## src/rtl/dsp_config_loader.sv

```systemverilog
// dsp_config_loader
// Feeds the DSP slice's serial configuration chain. Words arrive over a
// valid/ready handshake and are shifted out LSB-first, one bit per cycle,
// qualified by configuration_enable, until CHAIN_LEN bits have been sent.
// Upper bits of a final partial word are dropped. A one-cycle done pulse
// marks a completed load. All outputs are registered, so nothing on the
// input side can reach an output combinationally.
module dsp_config_loader #(
    parameter int CHAIN_LEN = 20,
    parameter int WORD_W    = 8
) (
    input  logic              clk,
    input  logic              RSTN,
    input  logic              start,
    input  logic              abort,
    input  logic [WORD_W-1:0] s_data,
    input  logic              s_valid,
    output logic              s_ready,
    output logic              configuration_input,
    output logic              configuration_enable,
    output logic              busy,
    output logic              done
);

    localparam int CW  = $clog2(CHAIN_LEN + 1);
    localparam int WLW = $clog2(WORD_W + 1);

    typedef enum logic [1:0] {IDLE, LOAD, SHIFT, DONE} state_t;

    state_t            state, state_n;
    logic [WORD_W-1:0] sreg, sreg_n;
    logic [CW-1:0]     bits_done, bits_n;
    logic [WLW-1:0]    word_left, wl_n;
    logic [31:0]       remain;

    // Next-state and datapath update; abort overrides every other event.
    always_comb begin
        state_n = state;
        sreg_n  = sreg;
        bits_n  = bits_done;
        wl_n    = word_left;
        remain  = 32'(CHAIN_LEN) - 32'(bits_done);
        case (state)
            IDLE: begin
                bits_n = '0;
                wl_n   = '0;
                if (start && !abort) state_n = LOAD;
            end
            LOAD: begin
                if (s_valid) begin
                    sreg_n  = s_data;
                    // Last word may be partial: only the bits the chain still needs.
                    wl_n    = (remain < 32'(WORD_W)) ? WLW'(remain) : WLW'(WORD_W);
                    state_n = SHIFT;
                end
            end
            SHIFT: begin
                sreg_n = sreg >> 1;
                bits_n = bits_done + CW'(1);
                wl_n   = word_left - WLW'(1);
                if (bits_done == CW'(CHAIN_LEN - 1)) state_n = DONE;
                else if (word_left == WLW'(1))       state_n = LOAD;
            end
            DONE: state_n = IDLE;
            default: state_n = IDLE;
        endcase
        if (abort && state != IDLE) begin
            state_n = IDLE;
            bits_n  = '0;
            wl_n    = '0;
        end
    end

    // State, datapath and registered output decode of the upcoming state.
    always_ff @(posedge clk or negedge RSTN) begin
        if (!RSTN) begin
            state                <= IDLE;
            sreg                 <= '0;
            bits_done            <= '0;
            word_left            <= '0;
            s_ready              <= 1'b0;
            configuration_input  <= 1'b0;
            configuration_enable <= 1'b0;
            busy                 <= 1'b0;
            done                 <= 1'b0;
        end else begin
            state                <= state_n;
            sreg                 <= sreg_n;
            bits_done            <= bits_n;
            word_left            <= wl_n;
            s_ready              <= (state_n == LOAD);
            configuration_enable <= (state_n == SHIFT);
            configuration_input  <= (state_n == SHIFT) && sreg_n[0];
            busy                 <= (state_n != IDLE);
            done                 <= (state_n == DONE);
        end
    end

endmodule

```

## config.mk

```make
export PLATFORM = sky130hd
export DESIGN_NAME = dsp_config_loader
export DESIGN_NICKNAME = d
export VERILOG_FILES = /design/src/rtl/dsp_config_loader.sv
export SDC_FILE = /design/constraint.sdc
export NUM_CORES = 1
export LEC_CHECK = 0
export BUFFER_PORTS_ARGS = -buffer_cell sky130_fd_sc_hd__clkbuf_2
export CAP_MARGIN = 20
export CORE_AREA = 8 8 48 79
export DETAILED_ROUTE_END_ITERATION = 8
export DIE_AREA = 0 0 56 87
export GPL_TIMING_DRIVEN = 0
export PLACE_DENSITY = 0.81
export SLEW_MARGIN = 20
export SYNTH_ARGS = -nofsm -noshare
export SYNTH_HDL_FRONTEND = slang
export SYNTH_SLANG_ARGS = --single-unit
```

## constraint.sdc

```tcl
create_clock -name clk -period 3.1 [get_ports clk]
set_input_delay 0.155 -clock clk [delete_from_list [all_inputs] [get_ports clk]]
set_output_delay 0.155 -clock clk [all_outputs]
set_load 0.03 [all_outputs]
```

==> reports/results.ini <==
[grt]
overflow = 0
grt_pass1_wl_um = 5260
busiest_layer = met2
grt_use_met1 = 0.119
grt_usage = 0.129
grt_util_met3 = 0.0292
antenna_found_initial = 0
grt_pass1_vias = 1204
grt_util_met2 = 0.249
grt_max_degree = 25

[die]
die_w_um = 56
die_area_um2 = 4870
initial_core_util = 0.498
ios = 18
rows = 26
placeableCoreArea_um2 = 2800
die_y_um = 87

[synthesis]
syn-num-nets = 159
ys_warn_count = 0
synth_top_area_share = 0.431
syn_avg_cell_area_um2 = 10.0
ys.flop_type = dfrtp_1
ys_seq_elements = 24
synth_edf_count = 0
synthCells = 139
synth.cell_area_um2 = 1390
synth_commonest_cells = dfrtp_1 (24), inv_1 (16), ha_1 (7), nand2_1 (7), nor2_1 (7)
seq_area_frac_synth = 0.431
synth.most_common_cell = dfrtp_1
async_flop_share = 1.00
synth_area_leader_cell = dfrtp_1
yosys-top-cells-area = dfrtp_1 (43%), ha_1 (6.3%), a222oi_1 (4.3%)
synth_cell_type_count = 45

[routing]
route.detailed.wl_per_inst_um = 16.3
antenna_left = 0
drt-initial-drc-count = 48
drc = 0
routed_via_density = 6.13
route.vias.total = 1159
routed_wl_um = 3070
first_pass_iters = 4

[min_path]
worstHoldPathType = input port to flip-flop
min_from = s_data[4]

[clock_tree]
cts_tree = done
hold_buffers = 1
clock_sinks = 24
clk_pin_slew_ps = 80
cts_made_buffers = 3
post-cts-setup-buffers = 0
clkLatencyLatePin_ps = 270
cts_root_buffer = clkbuf_8
clockBufferDepth = 2
htree_levels = 1
cts_resized = 0

[timing]
slew_headroom = 0.611
hold_violations = 0
rsz0062_at_grt = no
setup_tns_ps = 0
post-route-min-period_ps = 2130
period_share = 0.686
setup_viol = 0
worstMarginPinSlew_ps = 583
drv_slew = 0
clock.fmax_mhz = 470
finClkSkew_ps = 4.05

[power]
power_density_nw_per_um2 = 915
power.leakage_nw = 0.792
peakVddDrop_mv = 0.577

[placement]
gp_congestion = 0.850
hpwl_um = 2390
dp.cells = 184
port_buffers = 17

[layout]
drive_above_1_share = 0.186
nNetsFinal = 182
insertedDiodeCount = 0
syn2layout_area_growth_pct = 14.5
finalNonFillerCells = 189

[status]
outcome = finished clean

[job]
drv_cap = 0

[setup_path]
crit_fanout = 9
critPathCaptureType = flip-flop
startpoint_type = flip-flop
crit_type = flip-flop to flip-flop
arrival_ps = 2280
worstSetupStartpoint = state[1]
r2r-start = state[1]
required_ps = 3260

==> sequential cells by signal (all words and copies together), names as in the netlist <==
signal                count
bits_done                 5
busy                      1
configuration_enable      1
configuration_input       1
done                      1
s_ready                   1
sreg                      8
state                     2
word_left                 4
==> worst paths after layout <==
kind,to,slack (ps),depth (start not counted)
max,word_left[2],970,6
min,sreg[4],90,3
max reg2reg,word_left[2],970,6
min reg2reg,sreg[3],510,2
max in group asynchronous,bits_done[3],2310,2
min in group asynchronous,bits_done[1],410,2
==> worst max-delay path: stages, from the launching register on <==
cell,delay (ps)
dfrtp_1,460
inv_1,110
ha_1,300
nand2b_4,220
a22oi_1,380
o21ai_0,160
a221o_1,370
==> where the power goes <==
group | switching, mW | internal (mW) | total [mW]
combinational | 0.406 | 0.266 | 0.672
sequential | 0.0945 | 0.420 | 0.514
clock | 0.0997 | 0.173 | 0.272
total | 0.600 | 0.859 | 1.46
==> placed cells by master (no fill, tap or decap), types with 2 or more instances in the layout <==
master | synthesis | routed
nand3_1 | 4 | 4
clkbuf_8 | 0 | 3
and3_1 | 4 | 4
nor2_1 | 7 | 7
inv_1 | 16 | 16
clkbuf_1 | 2 | 2
a21oi_1 | 3 | 3
mux2i_1 | 2 | 2
nor3b_1 | 4 | 4
nor4_1 | 2 | 2
clkbuf_2 | 0 | 17
dfrtp_1 | 24 | 24
a22oi_1 | 2 | 2
o32a_1 | 2 | 2
nand2_1 | 7 | 7
nor2b_1 | 4 | 4
a221o_1 | 2 | 2
and2_1 | 2 | 2
ha_1 | 7 | 7
o211ai_1 | 2 | 2
a222oi_1 | 6 | 6
nand2b_1 | 5 | 5
o21ai_0 | 6 | 6
nor3_1 | 3 | 3
==> routing by layer <==
metal,routed length (um),part of all wire
met5,0,0
met4,86,0.028
met3,113,0.037
met2,1760,0.57
met1,1110,0.36
==> cells by family (layout without fill, tap and decap cells) <==
group                    Yosys count  count (layout)  synth area share
AO/OA/AOI/OAI                     37              37             0.231
adder cells (fa/ha/maj)            7               7            0.0629
XOR/XNOR                           1               1           0.00629
AND/OR/NAND/NOR                   47              47             0.194
flip-flops                        24              24             0.431
multiplexers                       2               2            0.0144
buffers and inverters             21              43            0.0602
==> area by class of cell <==
class	count	area (um^2)
plain buffers	5	23.8
clock buffers	3	41.3
fillers	235	1200
inverters	16	60.1
clock inverters	1	30.0
well taps	28	35.0
multi-input cells	94	708
repair buffers	18	95.1
flip-flops and latches	24	601
==> through the flow <==
step                worst slack, ps  hold slack, ps  cell area [um^2]  total power [mW]  utilization
global route                    843            90.2              1590              1.56        0.570
CTS                            1010            88.4              1590              1.47        0.570
floorplan                      1310            -141              1390              1.01            -
finish                          973            88.2              1590              1.46        0.570
global placement               1050             177              1510              1.15        0.541
detailed placement             1020             187              1510              1.19        0.541
No activity file was read; power rests on OpenSTA's default activity.
